[src/rtl/pipe_pkg.sv]
// Shared pipeline definitions: architectural constants, per-stage payload
// layouts with their reset/bubble images, and the stage-operation decode.
package pipe_pkg;

    localparam logic [31:0] RESET_PC  = 32'h1000_0000;
    localparam logic [31:0] NOP_INSTR = 32'h0000_0013;

    typedef struct packed {
        logic [31:0] rd1;
        logic [31:0] rd2;
        logic [31:0] pc;
        logic [31:0] imm_ext;
        logic [31:0] pc_plus4;
        logic [4:0]  rs1;
        logic [4:0]  rs2;
        logic [4:0]  rd;
        logic [2:0]  funct3;
    } de_payload_t;

    localparam int DE_WIDTH = $bits(de_payload_t);

    // Out of reset the Execute stage sees the reset PC so that PC-relative
    // logic downstream starts from a sane address even before valid rises.
    localparam de_payload_t DE_RESET_VALUE = '{
        pc:       RESET_PC,
        pc_plus4: RESET_PC + 32'd4,
        default:  '0
    };
    localparam de_payload_t DE_BUBBLE_VALUE = '0;

    typedef enum logic [1:0] {
        OP_LOAD  = 2'd0,
        OP_HOLD  = 2'd1,
        OP_FLUSH = 2'd2
    } stage_op_t;

    // Flush outranks stall, which outranks a normal load.
    function automatic stage_op_t decode_op(input logic stall, input logic flush);
        if (flush)
            return OP_FLUSH;
        else if (stall)
            return OP_HOLD;
        else
            return OP_LOAD;
    endfunction

endpackage

[src/rtl/sat_counter.sv]
// Event counter that sticks at its maximum instead of wrapping; a clear
// request wins over a simultaneous increment.
module sat_counter #(
    parameter int CNT_WIDTH = 16
) (
    input  logic                 clk,
    input  logic                 n_rst,
    input  logic                 inc,
    input  logic                 clr,
    output logic [CNT_WIDTH-1:0] cnt
);

    logic [CNT_WIDTH-1:0] cnt_reg;

    always_ff @(posedge clk or negedge n_rst) begin
        if (!n_rst)
            cnt_reg <= '0;
        else if (clr)
            cnt_reg <= '0;
        else if (inc && (cnt_reg != '1))
            cnt_reg <= cnt_reg + CNT_WIDTH'(1);
    end

    assign cnt = cnt_reg;

endmodule

[src/rtl/pipe_stage_reg.sv]
// Pipeline boundary register with stall (hold) and flush (bubble) control,
// plus saturating stall/flush event counters for performance monitoring.
module pipe_stage_reg
    import pipe_pkg::*;
#(
    parameter int               WIDTH        = 32,
    parameter logic [WIDTH-1:0] RESET_VALUE  = '0,
    parameter logic [WIDTH-1:0] BUBBLE_VALUE = '0,
    parameter int               CNT_WIDTH    = 16
) (
    input  logic                 clk,
    input  logic                 n_rst,
    input  logic                 stall,
    input  logic                 flush,
    input  logic                 valid_in,
    input  logic [WIDTH-1:0]     d,
    input  logic                 cnt_clr,
    output logic [WIDTH-1:0]     q,
    output logic                 valid_out,
    output logic [CNT_WIDTH-1:0] stall_cnt,
    output logic [CNT_WIDTH-1:0] flush_cnt
);

    stage_op_t            op;
    logic [WIDTH-1:0]     q_reg;
    logic                 valid_reg;
    logic [1:0]           cnt_inc;
    logic [CNT_WIDTH-1:0] cnt_val [2];

    assign op = decode_op(stall, flush);

    // Payload loads even when valid_in is low; consumers gate on valid_out.
    always_ff @(posedge clk or negedge n_rst) begin
        if (!n_rst) begin
            q_reg     <= RESET_VALUE;
            valid_reg <= 1'b0;
        end else begin
            unique case (op)
                OP_FLUSH: begin
                    q_reg     <= BUBBLE_VALUE;
                    valid_reg <= 1'b0;
                end
                OP_LOAD: begin
                    q_reg     <= d;
                    valid_reg <= valid_in;
                end
                default: begin
                    q_reg     <= q_reg;
                    valid_reg <= valid_reg;
                end
            endcase
        end
    end

    // Index 0 counts effective stalls, index 1 counts flushes.
    assign cnt_inc[0] = (op == OP_HOLD);
    assign cnt_inc[1] = (op == OP_FLUSH);

    generate
        for (genvar gi = 0; gi < 2; gi++) begin : g_cnt
            sat_counter #(
                .CNT_WIDTH(CNT_WIDTH)
            ) u_cnt (
                .clk   (clk),
                .n_rst (n_rst),
                .inc   (cnt_inc[gi]),
                .clr   (cnt_clr),
                .cnt   (cnt_val[gi])
            );
        end
    endgenerate

    assign q         = q_reg;
    assign valid_out = valid_reg;
    assign stall_cnt = cnt_val[0];
    assign flush_cnt = cnt_val[1];

endmodule

[config.mk]
export PLATFORM = sky130hd
export DESIGN_NAME = pipe_stage_reg
export DESIGN_NICKNAME = d
export VERILOG_FILES = /design/src/rtl/pipe_pkg.sv /design/src/rtl/sat_counter.sv /design/src/rtl/pipe_stage_reg.sv
export SDC_FILE = /design/constraint.sdc
export NUM_CORES = 1
export LEC_CHECK = 0
export BUFFER_PORTS_ARGS = -buffer_cell sky130_fd_sc_hd__buf_2
export CELL_PAD_IN_SITES_DETAIL_PLACEMENT = 1
export CELL_PAD_IN_SITES_GLOBAL_PLACEMENT = 2
export CORE_ASPECT_RATIO = 1.4
export CORE_MARGIN = 10
export CORE_UTILIZATION = 33
export CTS_CLUSTER_DIAMETER = 30
export DETAILED_ROUTE_END_ITERATION = 8
export MAX_ROUTING_LAYER = met4
export PLACE_DENSITY = 0.89
export SLEW_MARGIN = 20
export SYNTH_ARGS = -nofsm -noshare
export SYNTH_HDL_FRONTEND = slang
export SYNTH_SLANG_ARGS = --single-unit
[constraint.sdc]
create_clock -name clk -period 3.98 [get_ports clk]
set_clock_uncertainty 0.2 [all_clocks]
set_input_delay 1.194 -clock clk [delete_from_list [all_inputs] [get_ports clk]]
set_output_delay 1.194 -clock clk [all_outputs]
set_load 0.02 [all_outputs]
; ---- Word-level counts from Yosys, hierarchy flattened
; Index checks and enable logic that the tools add are counted.
[classes]
addsub = 2
multipliers = 0
div_mod_pow = 0
magnitude_cmp = 0
n_eq_ne = 4
shift = 0
muxes = 8
bitwise = 0
reduce_logical = 6
[ops]
columns = cell, count
row1 = $mux 16, 4
row2 = $pmux 32 s2, 1
row3 = $add 16x1->16 const B, 2
row4 = $ne 16x16->1 const B, 2
row5 = $reduce_bool 2->1, 3
row6 = $eq 2x1->1 const B, 1
row7 = $eq 2x2->1 const B, 1
row8 = $logic_and 1x1->1, 2
row9 = $logic_not 2->1, 1
row10 = $mux 2, 1
row11 = $pmux 1 s2, 1
row12 = $mux 1, 1
[totals]
regBits = 65
latchBits = 0
mem_bits_rw = 0
mem_bits_ro = 0
in_bits = 38
output_inout_bits = 65
elab_cells = 24
memories = 0

; ---- Longest topological paths before layout
[logic_depth]
word_depth = 6
mapped_depth = 6
depth_no_buf = 5

; ---- Cells and area by module
; A second synthesis with hierarchy kept.
[hier_totals]
hier_cells = 305
hier_area_um2 = 3263.1
[modules_own_cells]
columns = mod, instances, cells_per_inst, area_per_inst_um2, seq_area_each_um2
row1 = sat_counter, 2, 98, 942.2, 400.4
row2 = pipe_stage_reg, 1, 109, 1378.8, 825.8

; ---- Least setup slack after synthesis
; Ideal clock, no wire load.
[synth_path]
path_kind = in2reg
start = input port stall
end = register g_cnt[0].u_cnt.cnt_reg[7]
setup_time_ns = 0.078
t_arrival_ns = 2.423
required_time_ns = 3.702
setup_slack_ns = 1.279
cell_stages = 5
path_buffers = 1
cell_sequence = buf_2 nor2b_1 nand3_1 or4_1 a21oi_1
[synth_between]
elab_chain_len = 5
[synth_rtl]
columns = item, line
row1 = from (decl), pipe_stage_reg.sv:13  ; input logic stall,
row2 = $mux 1, pipe_pkg.sv:41  ; else if (stall)
row3 = $mux 2, pipe_pkg.sv:39  ; if (flush)
row4 = $eq 2x1->1, pipe_stage_reg.sv:56  ; assign cnt_inc[0] = (op == OP_HOLD);
row5 = $logic_and 1x1->1, sat_counter.sv:20  ; else if (inc && (cnt_reg != '1))
row6 = $reduce_bool 2->1 (no line), --
row7 = to (signal assigned), sat_counter.sv:21  ; cnt_reg <= cnt_reg + CNT_WIDTH'(1);
row8 = to (decl), sat_counter.sv:13  ; logic [CNT_WIDTH-1:0] cnt_reg;
; Every way passes these cells.
; A chain may end at the register's enable or synchronous reset.

; ---- Worst setup path after layout
[layout_path]
start = input port flush
end = register g_cnt[0].u_cnt.cnt_reg[10]
[layout_between]
elab_chain_len = 4
[layout_rtl]
columns = item, line
row1 = from (decl), pipe_stage_reg.sv:14  ; input logic flush,
row2 = $mux 2, pipe_pkg.sv:39
row3 = $eq 2x1->1, pipe_stage_reg.sv:56
row4 = $logic_and 1x1->1, sat_counter.sv:20
row5 = $reduce_bool 2->1 (no line), --
; Every way passes these cells.

==> metrics.yaml <==
sta:
  fin_setup_tns_ns: 0
  final_hold_viol_count: 0
  report.final.slew_viol_count: 0
  final_min_period_over_clock_period: 0.7362
  finalWorstSetupSlack_ns: 1.050
  finalHoldWorstSlack_ns: 0.3189
  setup_viol: 0
  max_freq_mhz: 341.3
  layout_min_cycle_time_ns: 2.930
  rsz_0062_raised_after_global_routing: "no"
  worst_slew_margin_rel: 0.4503
  timing_worst_slew_pin_value_ns: 0.8184
global_routing:
  initial_antenna_violation_count: 0
  grt_pass1_wl_um: 15900
  first_global_vias: 3112
  grt_overflow: 0
  globalRouteTotalUtil: 0.1491
  grt_max_degree: 66
worst_setup_path:
  critical_path.n_buffers_inverters: 2
  start_kind: "input port"
  crit_path_max_fanout: 40
  worstPathArrival_ns: 2.97
  cp_top_family: "simple AND/OR/NAND/NOR gates"
  worst_setup_path_end_kind: "register"
  critPathMaxStageDelay_ns: 0.51
  worst-setup-path-type: "input port to register"
  path_cells: "buf_2 -> nand2b_1 -> buf_4 -> or3_4 -> or4_1 -> a21oi_1"
  cpMaxStageDelayCell: "or4_1"
  worst_ep_required_time_ns: 4.02
clock_network:
  cts_resized: 0
  cts_post_setup_buffers_inserted: 0
  cts_num_sinks: 65
  cts-htree-levels: 3
  tritoncts: "built"
  cts_hold_repair.buffers: 0
  cts_buffers: 9
  clkTransAtPathRegs_ns: 0.05
  clock_latency_ns: 0.33
  cts-root-buf: "clkbuf_16"
  ctsLongestPathBuffers: 2
floorplanning:
  top_level_ports: 103
  die_height_um: 135.9
  core.rowCount: 42
  core-area_um2: 9407
  floorplan_die_area_um2: 13970
  initial_utilization: 0.3365
  fp.dieW_um: 102.8
placement:
  pre_cts_slack_ns: 0.6903
  dp.final_hpwl_um: 7091
  rd_place_congestion: 0.7717
  post-place-cells: 505
  place.port_buffers: 102
final_layout:
  synthToLayoutAreaGrowth_pct: 28.66
  final_net_count: 446
  most-common-layout-cells: "102 x buf_2, 65 x dfrtp_1, 43 x nor2_1"
  insertedDiodeCount: 0
  final_cells: 520
  drive_above_1_share: 0.3098
  layout_commonest_cell: "buf_2"
route:
  dr_wl_met2_um: 5368
  wl_met1_um: 3776
  drt.antenna.violating_nets: 0
  route.met3.wl_um: 403
  drtIter0Drc: 76
  detailroute.via_count: 2811
  detail_route.wirelength_um: 9716
  vias_per_cell: 5.406
  drt-pass1-iter-count: 4
  top_layer_used: "met4"
  wire_per_inst_um: 18.68
  remaining_drcs: 0
pwr:
  leakagePower_nw: 2.056
  worst_ir_drop_vdd_v: 0.0001958
  totalPowerFinal_w: 0.001612
  power.density_nw_per_um2: 395.9
logic_synthesis:
  asyncSetResetFlopFracSynth: 1.000
  synthesis.area_um2: 3166
  synthesis.instances: 306
  syn_avg_cell_area_um2: 10.34
  number_of_flops_mapped_to_enable_cells_by_yosys: 0
  dominant_register_cell_in_the_synthesized_netlist: "dfrtp_1"
  sequential_share_of_the_synthesized_area: 0.5138
  synthDistinctLibCells: 40
  synth_fp_nets: 346
  ys_seq_elements: 65
  ys_warn_count: 0
job:
  drv_cap: 0
run_status:
  outcome: "complete, no violations"
worst_hold_path:
  hold_class: "register to register"
==> stage by stage <==
step	util	instance area [um2]
2_1_floorplan	-	3166
3_3_place_gp	0.4025	3786
3_5_place_dp	0.4025	3786
4_1_cts	0.4330	4073
5_1_grt	0.4330	4073
6_report	0.4330	4073
==> kinds of logic after synthesis <==
| kind of cell | share of synthesized area |
|---|---|
| and+or+nand+nor | 0.2356 |
| AOI/OAI and AO/OA | 0.09091 |
| buffers and inverters | 0.02688 |
| muxes | 0.1249 |
| DFF | 0.5138 |
| adders and majority gates | 0.007904 |
==> worst paths after layout <==
kind | cells past startpoint | slack [ns] | end | startpoint
worst max-delay path | 6 | 1.05 | g_cnt[0].u_cnt.cnt[10] | flush
worst min-delay path | 2 | 0.32 | q[27] | q[27]
worst max register to register | 5 | 1.52 | g_cnt[0].u_cnt.cnt[3] | g_cnt[0].u_cnt.cnt[0]
worst min register to register | 2 | 0.32 | q[27] | q[27]
max in group asynchronous | 2 | 2.61 | q[7] | n_rst
min in group asynchronous | 2 | 0.67 | g_cnt[0].u_cnt.cnt[9] | n_rst
==> area by class of cell <==
cell class,count,area (um2)
clock inverter,5,57.56
fill,1101,5334
multi-input combinational,219,1454
clock buffer,10,229.0
sequential,65,1627
inverter,6,22.52
tap,110,137.6
timing repair buffer,105,545.5
==> cell usage after synthesis (4+ instances only) <==
library cell  instances  area, um2
dfrtp_1              65       1627
nor2_1               43      161.4
mux2i_1              35      350.3
a21oi_1              17      85.08
nor3_1               15      75.07
nand2_1              12      45.04
clkbuf_1             10      37.54
nand3_1              10      50.05
and4_1                8      70.07
nand4_1               8      50.05
nor2b_1               8      50.05
o31ai_1               7      52.55
inv_1                 6      22.52
or4_1                 6      45.04
and3_1                5      31.28
or3_1                 5      31.28
buf_1                 4      15.01
o21ai_0               4      20.02
==> worst register-to-register path, cell delays in order (launching register included) <==
cell and delay (ns):
dfrtp_1 0.43, ha_1 0.27, nand4_4 0.18, nor4_4 0.78, nor3_1 0.14, mux2_1 0.34
==> per-layer routing <==
| layer | global-route usage | up-vias |
|---|---|---|
| li1 | - | 1320 |
| met1 | 0.1528 | 1415 |
| met2 | 0.2645 | 61 |
| met3 | 0.02998 | 15 |
| met4 | 0.06977 | 0 |
| met5 | - | - |
==> report_power, final <==
part / switching, W / internal (W)
Sequential: 0.0000148 / 0.000683
Clock: 0.000281 / 0.000479
Combinational: 0.0000970 / 0.0000563
Total: 0.000393 / 0.00122
Power figures use the tool's default switching activity.
